File: config.mk
export PLATFORM = sky130hd
export DESIGN_NAME = clk_div_prog
export DESIGN_NICKNAME = d
export VERILOG_FILES = /design/src/rtl/clk_div_pkg.sv /design/src/rtl/clk_div_ch.sv /design/src/rtl/clk_div_prog.sv
export SDC_FILE = /design/constraint.sdc
export NUM_CORES = 1
export LEC_CHECK = 0
export BUFFER_PORTS_ARGS = -buffer_cell sky130_fd_sc_hd__buf_2
export CAP_MARGIN = 10
export CORE_ASPECT_RATIO = 0.8
export CORE_MARGIN = 8
export CORE_UTILIZATION = 45
export CTS_CLUSTER_SIZE = 14
export DETAILED_ROUTE_END_ITERATION = 7
export PLACE_DENSITY_LB_ADDON = 0.05
export SLEW_MARGIN = 5
export SYNTH_ARGS = -nofsm -noshare
export SYNTH_HDL_FRONTEND = slang
export SYNTH_SLANG_ARGS = --single-unit
File: constraint.sdc
create_clock -name clk -period 3.74 [get_ports clk]
set_input_delay 0.187 -clock clk [delete_from_list [all_inputs] [get_ports clk]]
set_output_delay 0.187 -clock clk [all_outputs]
set_load 0.02 [all_outputs]
File: src/rtl/clk_div_pkg.sv
// Shared constants and helpers for the programmable clock divider.
// The half-period field H yields a full output period of 2*(H+1) system clocks.
package clk_div_pkg;

   localparam int CLK_DIV_CNT_W    = 16;
   localparam int CLK_DIV_DEF_HALF = 24;

   // Map a desired even output period to its half-period field; periods below 2 clamp to divide-by-2.
   function automatic logic [CLK_DIV_CNT_W-1:0] half_from_period(input int unsigned period);
      int unsigned h;
      h = (period < 32'd2) ? 32'd0 : (period / 32'd2) - 32'd1;
      return h[CLK_DIV_CNT_W-1:0];
   endfunction

endpackage

File: src/rtl/clk_div_ch.sv
// One divider channel: half-period counter, active/pending ratio registers,
// and the toggle/apply rules that keep every full period on a single ratio.
module clk_div_ch
   import clk_div_pkg::*;
#(
   parameter int CNT_W    = CLK_DIV_CNT_W,
   parameter int DEF_HALF = CLK_DIV_DEF_HALF
) (
   input  logic             clk,
   input  logic             rst,
   input  logic             en,
   input  logic             load,
   input  logic [CNT_W-1:0] half_in,
   output logic             div_clk,
   output logic             tick,
   output logic             pend
);

   localparam logic [CNT_W-1:0] DEF_H = CNT_W'(DEF_HALF);
   localparam logic [CNT_W-1:0] ZERO  = {CNT_W{1'b0}};
   localparam logic [CNT_W-1:0] ONE   = {{(CNT_W-1){1'b0}}, 1'b1};

   logic [CNT_W-1:0] cnt_q, cnt_d;
   logic [CNT_W-1:0] act_q, act_d;
   logic [CNT_W-1:0] pen_q, pen_d;
   logic             div_q, div_d;
   logic             tick_q, tick_d;
   logic             pend_q, pend_d;
   logic             at_end_s;
   logic             apply_s;

   assign at_end_s = (cnt_q == act_q);
   // A new ratio may take effect while idle or on the edge that closes a full period (1->0).
   assign apply_s  = !en || (at_end_s && div_q);

   // Next-state logic for counter, output phase and ratio registers.
   always_comb begin
      cnt_d  = cnt_q;
      div_d  = div_q;
      tick_d = 1'b0;
      act_d  = act_q;
      pen_d  = pen_q;
      pend_d = pend_q;

      if (!en) begin
         cnt_d = ZERO;
         div_d = 1'b0;
      end else if (at_end_s) begin
         cnt_d  = ZERO;
         div_d  = ~div_q;
         tick_d = ~div_q;
      end else begin
         cnt_d = cnt_q + ONE;
      end

      if (load && apply_s) begin
         act_d  = half_in;
         pen_d  = half_in;
         pend_d = 1'b0;
      end else if (load) begin
         pen_d  = half_in;
         pend_d = 1'b1;
      end else if (pend_q && apply_s) begin
         act_d  = pen_q;
         pend_d = 1'b0;
      end else begin
         pend_d = pend_q;
      end
   end

   // State registers with synchronous reset to the default ratio.
   always_ff @(posedge clk) begin
      if (rst) begin
         cnt_q  <= ZERO;
         act_q  <= DEF_H;
         pen_q  <= DEF_H;
         div_q  <= 1'b0;
         tick_q <= 1'b0;
         pend_q <= 1'b0;
      end else begin
         cnt_q  <= cnt_d;
         act_q  <= act_d;
         pen_q  <= pen_d;
         div_q  <= div_d;
         tick_q <= tick_d;
         pend_q <= pend_d;
      end
   end

   assign div_clk = div_q;
   assign tick    = tick_q;
   assign pend    = pend_q;

endmodule

File: src/rtl/clk_div_prog.sv
// Multi-channel programmable clock divider: NUM_CH independent channels,
// each fed its own CNT_W-bit slice of half_in.
module clk_div_prog
   import clk_div_pkg::*;
#(
   parameter int NUM_CH   = 2,
   parameter int CNT_W    = CLK_DIV_CNT_W,
   parameter int DEF_HALF = CLK_DIV_DEF_HALF
) (
   input  logic                    clk,
   input  logic                    rst,
   input  logic [NUM_CH-1:0]       en,
   input  logic [NUM_CH-1:0]       load,
   input  logic [NUM_CH*CNT_W-1:0] half_in,
   output logic [NUM_CH-1:0]       div_clk,
   output logic [NUM_CH-1:0]       tick,
   output logic [NUM_CH-1:0]       pend
);

   for (genvar i = 0; i < NUM_CH; i++) begin : g_ch
      clk_div_ch #(
         .CNT_W    (CNT_W),
         .DEF_HALF (DEF_HALF)
      ) u_ch (
         .clk     (clk),
         .rst     (rst),
         .en      (en[i]),
         .load    (load[i]),
         .half_in (half_in[i*CNT_W +: CNT_W]),
         .div_clk (div_clk[i]),
         .tick    (tick[i]),
         .pend    (pend[i])
      );
   end

endmodule

==> summary.log, run 1 <==
[outcome] status finished, final reports clean
[timing] setup TNS 0 ns
[hold_path] Hold Path Depth 2
[placed_design] Post-DP HPWL 7754 um
[logic_synthesis] Synth area leader dfxtp_1
[logic_synthesis] gate count of the mapped netlist 543
[timing] pin slew with the least headroom to its limit 0.7889 ns
[logic_synthesis] cells taking the most area after synthesis dfxtp_1, mux2i_1, xor2_1
[timing] Finish-stage setup viols 0
[floorplan] Die Outline Area 0.01512 sq mm
[timing] Final Hold Fails 0
[global_route] largest net degree at the start of global routing 52
[logic_synthesis] Synth Area in XOR/XNOR 0.09715
[timing] clock tree skew after final layout 0.005403 ns
[final_layout] number of filler instances in the final layout 1,094
[cts] depth of the CTS H-tree 3
[floorplan] placement row count 35
[floorplan] height of the die 111.6 um
[logic_synthesis] Async S/R FF share, synth 0
[final_layout] number of inserted diodes 0
[logic_synthesis] unique cell type count in the Yosys netlist 37
[power_and_ir_drop] sequential share of power 0.494
[final_layout] multi-input combinational cell area 0.002838 sq mm
[final_layout] Area growth syn-to-layout 9.886%
[logic_synthesis] area of the mapped netlist 0.005139 sq mm
[worst_setup_path] endpoint required time on the critical path 3.96 ns
[hold_path] min-delay src half_in[19]
[drt] drt via density 5.246
[worst_setup_path] worst setup path startpoint g_ch[0].u_ch.cnt_q[8]$_SDFF_PP0_
[drt] Detailed Routing Iterations Pass 1 4
[timing] shortest period the worst path allows 2.245 ns
[logic_synthesis] fraction of the mapped netlist area in compound gates 0.05211
[cts] post-CTS sizing 0
[final_layout] final net count 598
[power_and_ir_drop] PD cells 412.4 mW/mm^2
[worst_setup_path] Setup CP Type flop to flop
[cts] CTS tree done
[hold_path] hold crit path type input port to flop
[logic_synthesis] top cells by count, synth dfxtp_1, mux2i_1, nor3_1
[cts] buffers inserted by post-CTS timing repair 0
[drt] DR iter-0 viols 196
[floorplan] placeable core area 0.01134 sq mm
[timing] maximum frequency from static timing analysis 445.3 MHz
[logic_synthesis] Yosys warnings 0
[logic_synthesis] share of synthesized area spent on multiplexers 0.1909
[worst_setup_path] type of origin of the critical path flop
[logic_synthesis] largest family of logic cells by synthesized area simple AND/OR/NAND/NOR gates
[worst_setup_path] arrival time at the worst endpoint 2.46 ns
[logic_synthesis] Simple-Gate Fraction of Synth Area 0.2057
[logic_synthesis] dominant synthesized flop cell dfxtp_1
[cts] later-pin clock latency in the skew report 0.34 ns
[cts] hold bufs inserted after CTS 0
[power_and_ir_drop] Clk network pwr share 0.408
[cts] clock-pin slew on the worst setup and hold paths 0.07 ns
[drt] Post-DRT Antenna Nets 0
[global_route] initial antenna violation count 0
[logic_synthesis] Net Count, Synth 583
[logic_synthesis] Seq/Total Area, Yosys 0.3974
[logic_synthesis] share of the synthesized area in the top cell type 0.3974
[timing] total count of max-transition violations in the final report 0
[final_layout] share of the core filled with cells 0.4978
[logic_synthesis] Yosys reg bits 102
[power_and_ir_drop] switching fraction of total power 0.2355
[power_and_ir_drop] peak ir drop on the vdd network 0.2135 mV
[global_route] total global routing track utilization 0.1543
[logic_synthesis] adder-cell share of the synthesized area 0.004870
[worst_setup_path] Max FO, Critical Path 11
[drt] drt drc 0
[global_route] first-pass GRT wire length 18,860 um
[timing] setup repair after global routing missed its margin false
[timing] Period Utilization, post-route 0.6004
[final_layout] FF+latch area 0.002042 sq mm
[cts] root buffer cell clkbuf_16
[logic_synthesis] most frequent cell after synthesis dfxtp_1
[worst_setup_path] logic depth of the worst register-to-register path 5
[power_and_ir_drop] power dissipated by switching net loads 0.0005483 W
[placed_design] RePlAce Congestion 0.7982
[power_and_ir_drop] internal power contribution 0.001780 W
[floorplan] die width 135.5 um
[global_route] number of global-route vias before repair 3,759
[drt] total number of vias 3,730
[worst_setup_path] endpoint type of the worst setup path flop
[global_route] global-route congestion overflow total 0
[floorplan] starting utilization of the core area 0.4531
[job] number of max-cap violations 0
[timing] remaining max-slew budget at the tightest pin 0.4740
[logic_synthesis] Avg Cell Area, Syn 9.463 sq um
[final_layout] ratio of cells with drive above 1 in the final layout 0.1456
[placed_design] port bufs 43
[cts] number of CTS-inserted buffers 9
[floorplan] I/O pin count 44
[logic_synthesis] Post-synth EDFFs 0
[worst_setup_path] startpoint of the lowest-slack register-to-register path g_ch[0].u_ch.cnt_q[8]$_SDFF_PP0_
[drt] total routed wirelength 11,230 um
[power_and_ir_drop] share of power burned in combinational logic 0.098
[drt] wire length per cell 15.79 um
[cts] clock sink count 102
[power_and_ir_drop] Lkg Pwr 2.443 nW
[cts] buffers from clock root to sink, at most 2
[power by group through the flow]
| stage | clock network (W) | logic (W) | registers, W |
|---|---|---|---|
| finish | 0.000950 | 0.000228 | 0.00115 |
| floorplan | 0 | 0.000173 | 0.00117 |
| CTS | 0.000982 | 0.000231 | 0.00115 |
| detailed placement | 0 | 0.000229 | 0.00118 |
| global placement | 0 | 0.000224 | 0.00117 |
| global route | 0.00102 | 0.000255 | 0.00115 |
[sequential cells by signal, indices dropped and copies added, names as in the netlist]
name / cells
g_ch.u_ch.act_q: 32
g_ch.u_ch.pend: 2
g_ch.u_ch.cnt_q: 32
g_ch.u_ch.pen_q: 32
g_ch.u_ch.div_clk: 2
g_ch.u_ch.tick: 2
[worst max-delay path, stage by stage (launching register included)]
cell and delay, ns:
dfxtp_1 0.43, xor2_1 0.10, nor4_1 0.53, nand4_1 0.54
buf_4 0.39, mux2i_1 0.14
[cells by family after synthesis]
group                    after synthesis
buffers and inverters                 49
adder cells (fa/ha/maj)                2
AO/OA/AOI/OAI                         44
AND/OR/NAND/NOR                      191
flip-flops                           102
XOR/XNOR                              57
multiplexers                          98
[worst paths after layout]
kind / endpoint / slack (ns)
max reg2reg: g_ch[0].u_ch.act_q[7]$_SDFFE_PP0P_ / 1.49
min: g_ch[1].u_ch.pen_q[3]$_SDFFE_PP1P_ / 0.13
min reg2reg: g_ch[0].u_ch.pend$_SDFFE_PP0P_ / 0.46
max: g_ch[0].u_ch.act_q[7]$_SDFFE_PP0P_ / 1.49
[through the flow]
step,power (W),worst slack [ns],std cells,area (sq um),hold WS [ns]
after floorplan,0.001339,2.173,543,5139,0.3483
after global placement,0.001398,1.515,695,5344,0.4575
after CTS,0.002363,1.491,711,5647,0.1102
final,0.002329,1.495,711,5647,0.1266
after detailed placement,0.001404,1.512,695,5344,0.4583
after global routing,0.002433,1.234,711,5647,0.1306
[final cells by class]
class / instances / share of cell area
Sequential cell: 102 / 0.3616
Multi-Input combinational cell: 392 / 0.5025
Tap cell: 148 / 0.03279
Clock inverter: 3 / 0.007534
Clock buffer: 13 / 0.04609
Inverter: 3 / 0.001994
Timing Repair Buffer: 50 / 0.04742
[routing by layer]
layer,part of all wire,vias to the layer above,track usage
li1,-,1944,-
met1,0.54,1735,0.2212
met2,0.42,49,0.2211
met3,0.043,2,0.04095
met4,0.0036,0,0.04136
met5,0,-,0
[layout by cell type (no fill, tap or decap), types with 2 or more instances in the layout]
cell and count:
a21oi_2 2, xor2_1 44, and4_1 5, ha_1 2, buf_2 43, nand4_1 8
nor2_1 35, clkbuf_16 9, inv_1 3, mux2i_1 98, clkbuf_1 2, nand2_1 9
buf_4 7, clkbuf_8 2, o21bai_2 2, a21oi_1 28, dfxtp_1 102, nand2b_1 4
or3_1 2, nor3_1 59, xnor2_1 13, nor2b_1 32, or2_2 6, o21ai_0 2
nor3b_1 2, nand3_1 11, a211o_1 4, a211oi_1 4, nor4_1 8, and3_1 2
nor4_2 4
Power figures use the tool's default switching activity.
==> run 2: changes to the inputs <==
Clock period 3.74 ns to 2.2 ns, I/O delays scaled along.
==> run 2 against run 1 <==
Cell area grew 1.4%. Sequential share of layout area shrank 0.51 points. Critical path depth shrank 1. Register-to-register slack lost 1.1 ns. Clock power grew 71%. Setup slack lost 1.1 ns. Non-clock buffer count grew 9. Cell count grew 1.3%. Die area is the same. Fmax grew 27%. Combinational power grew 73%. Sequential power grew 70%. Highest routed layer unchanged.
==> summary.log, run 2 (synthesis results as in run 1) <==
[worst_setup_path] Max FO, Critical Path 8
[drt] uppermost layer routed met4
[placed_design] Post-DP HPWL 7815 um
[worst_setup_path] register-to-register setup slack 0.43 ns
[worst_setup_path] endpoint type of the worst setup path flop
[final_layout] most common cell after layout, fill and taps aside dfxtp_1
[placed_design] port bufs 43
[cts] CTS tree done
[cts] buffers from clock root to sink, at most 2
[worst_setup_path] Critical Path Max Stage Delay 0.43 ns
[timing] Period Utilization, post-route 0.8057
[timing] pin slew with the least headroom to its limit 0.5933 ns
[drt] routed metal-1 wirelength 5993 um
[global_route] initial antenna violation count 0
[timing] remaining max-slew budget at the tightest pin 0.6044
[drt] drt drc 0
[drt] sum of met3 wire segment lengths after detailed routing 565 um
[timing] Finish-stage setup viols 0
[worst_setup_path] type of origin of the critical path flop
[power_and_ir_drop] switching fraction of total power 0.2349
[floorplan] starting utilization of the core area 0.4531
[power_and_ir_drop] PD cells 692.3 mW/mm^2
[drt] total routed wirelength 11,090 um
[drt] met2 routed wirelength 4412 um
[worst_setup_path] Setup CP Type flop to flop
[power_and_ir_drop] Lkg Pwr 2.492 nW
[timing] setup repair after global routing missed its margin false
[global_route] global-route congestion overflow total 0
[final_layout] number of filler instances in the final layout 1,070
[final_layout] number of inserted diodes 0
[job] number of max-cap violations 0
[cts] clock sink count 102
[final_layout] final net count 607
[cts] number of CTS-inserted buffers 9
[final_layout] most frequent cells in the layout dfxtp_1, mux2i_1, nor3_1, xor2_1, buf_2
[timing] setup TNS 0 ns
[worst_setup_path] Top delay family on crit path simple AND/OR/NAND/NOR gates
[timing] shortest period the worst path allows 1.773 ns
[worst_setup_path] Buffers & Inverters on Critical Path 0
[cts] depth of the CTS H-tree 3
[hold_path] hold crit path type input port to flop
[cts] buffers inserted by post-CTS timing repair 0
[global_route] total global routing track utilization 0.1520
[power_and_ir_drop] share of power burned in combinational logic 0.099
[floorplan] placeable core area 0.01134 sq mm
[final_layout] top flop regs g_ch.u_ch.act_q (32), g_ch.u_ch.cnt_q (32), g_ch.u_ch.pen_q (32)
[final_layout] Area growth syn-to-layout 11.44%
[floorplan] die width 135.5 um
[floorplan] placement row count 35
[worst_setup_path] slowest cell on the critical path dfxtp_1
[hold_path] Hold Path Depth 2
[placed_design] number of placed cells counting well taps 704
[cts] root buffer cell clkbuf_16
[worst_setup_path] endpoint required time on the critical path 2.45 ns
[final_layout] final std cells w/o fill 720
[cts] clock-pin slew on the worst setup and hold paths 0.07 ns
[worst_setup_path] depth of the critical timing path with buffers and inverters included 4
[global_route] number of global-route vias before repair 3,655
[power_and_ir_drop] sequential share of power 0.493
[drt] Post-DRT Antenna Nets 0
[final_layout] share of the core filled with cells 0.5049
[final_layout] ratio of cells with drive above 1 in the final layout 0.1591
[power_and_ir_drop] Clk network pwr share 0.408
[drt] DR iter-0 viols 196
[placed_design] RePlAce Congestion 0.7724
[cts] post-CTS sizing 0
[timing] clock tree skew after final layout 0.005769 ns
[drt] wire length per cell 15.40 um
[floorplan] Die Outline Area 0.01512 sq mm
[drt] Detailed Routing Iterations Pass 1 4
[drt] drt via density 5.269
[drt] total number of vias 3,794
[cts] later-pin clock latency in the skew report 0.34 ns
[floorplan] I/O pin count 44
[outcome] status finished, final reports clean
[global_route] largest net degree at the start of global routing 47
[global_route] first-pass GRT wire length 18,560 um
[cts] hold bufs inserted after CTS 0
[floorplan] height of the die 111.6 um
[worst_setup_path] cell-by-cell listing of the critical path and4_1 -> nand2_1 -> or3_1 -> a211oi_1
[timing] Final Hold Fails 0
[timing] total count of max-transition violations in the final report 0
[worst_setup_path] arrival time at the worst endpoint 2.02 ns
[power_and_ir_drop] internal power contribution 0.003033 W
[power_and_ir_drop] peak ir drop on the vdd network 0.4085 mV
[timing] maximum frequency from static timing analysis 564.2 MHz
[power_and_ir_drop] power dissipated by switching net loads 0.0009312 W
[worst_setup_path] logic depth of the worst register-to-register path 4
-- run 2: cell count changes in the layout (fill, tap and decap cells not counted), sizes merged --
cell  change
buf       +9
-- run 2: path summary, 6_finish.rpt --
path | startpoint | to
min | half_in[19] | g_ch[1].u_ch.pen_q[3]$_SDFFE_PP1P_
min reg2reg | g_ch[1].u_ch.div_clk$_SDFFE_PP0N_ | g_ch[1].u_ch.pend$_SDFFE_PP0P_
max reg2reg | g_ch[1].u_ch.cnt_q[2]$_SDFF_PP0_ | g_ch[1].u_ch.cnt_q[14]$_SDFF_PP0_
max | g_ch[1].u_ch.cnt_q[2]$_SDFF_PP0_ | g_ch[1].u_ch.cnt_q[14]$_SDFF_PP0_
-- run 2: area by class of cell --
class / instances / area [sq um] / area share
Multi-Input combinational cell: 392 / 2838 / 0.4955
Clock inverter: 3 / 42.54 / 0.007428
Tap cell: 148 / 185.2 / 0.03234
Sequential cell: 102 / 2042 / 0.3566
Timing Repair Buffer: 59 / 347.8 / 0.06074
Inverter: 3 / 11.26 / 0.001966
Clock buffer: 13 / 260.3 / 0.04544
-- run 2: power by group through the flow --
stage	registers [W]	logic [W]	clock network, W
after floorplan	0.00198	0.000294	0
after CTS	0.00195	0.000398	0.00166
after global placement	0.00200	0.000388	0
final	0.00195	0.000394	0.00162
after global routing	0.00196	0.000440	0.00174
after detailed placement	0.00200	0.000397	0
-- run 2: stage by stage --
step                setup WS, ns  hold slack, ns  instance area, sq um  power (W)
finish                    0.4274         0.03720                  5727   0.003964
global route              0.3088         0.03586                  5727   0.004140
CTS                       0.4427         0.03548                  5727   0.004018
detailed placement        0.4576          0.3967                  5424   0.002394
global placement          0.5062          0.3865                  5424   0.002383
floorplan                 0.6329          0.2713                  5139   0.002277
-- run 2: routing by layer --
| metal | track usage | vias to the layer above |
|---|---|---|
| li1 | - | 1960 |
| met1 | 0.2249 | 1755 |
| met2 | 0.2046 | 69 |
| met3 | 0.04455 | 10 |
| met4 | 0.04431 | 0 |
| met5 | 0 | - |
-- run 2: worst reg2reg max path, delay by kind of cell, from the launching register on --
family / cells / cell delay (ns)
AND/OR/NAND/NOR: 3 / 1.01
AO/OA/AOI/OAI: 1 / 0.25
flip-flops: 1 / 0.43
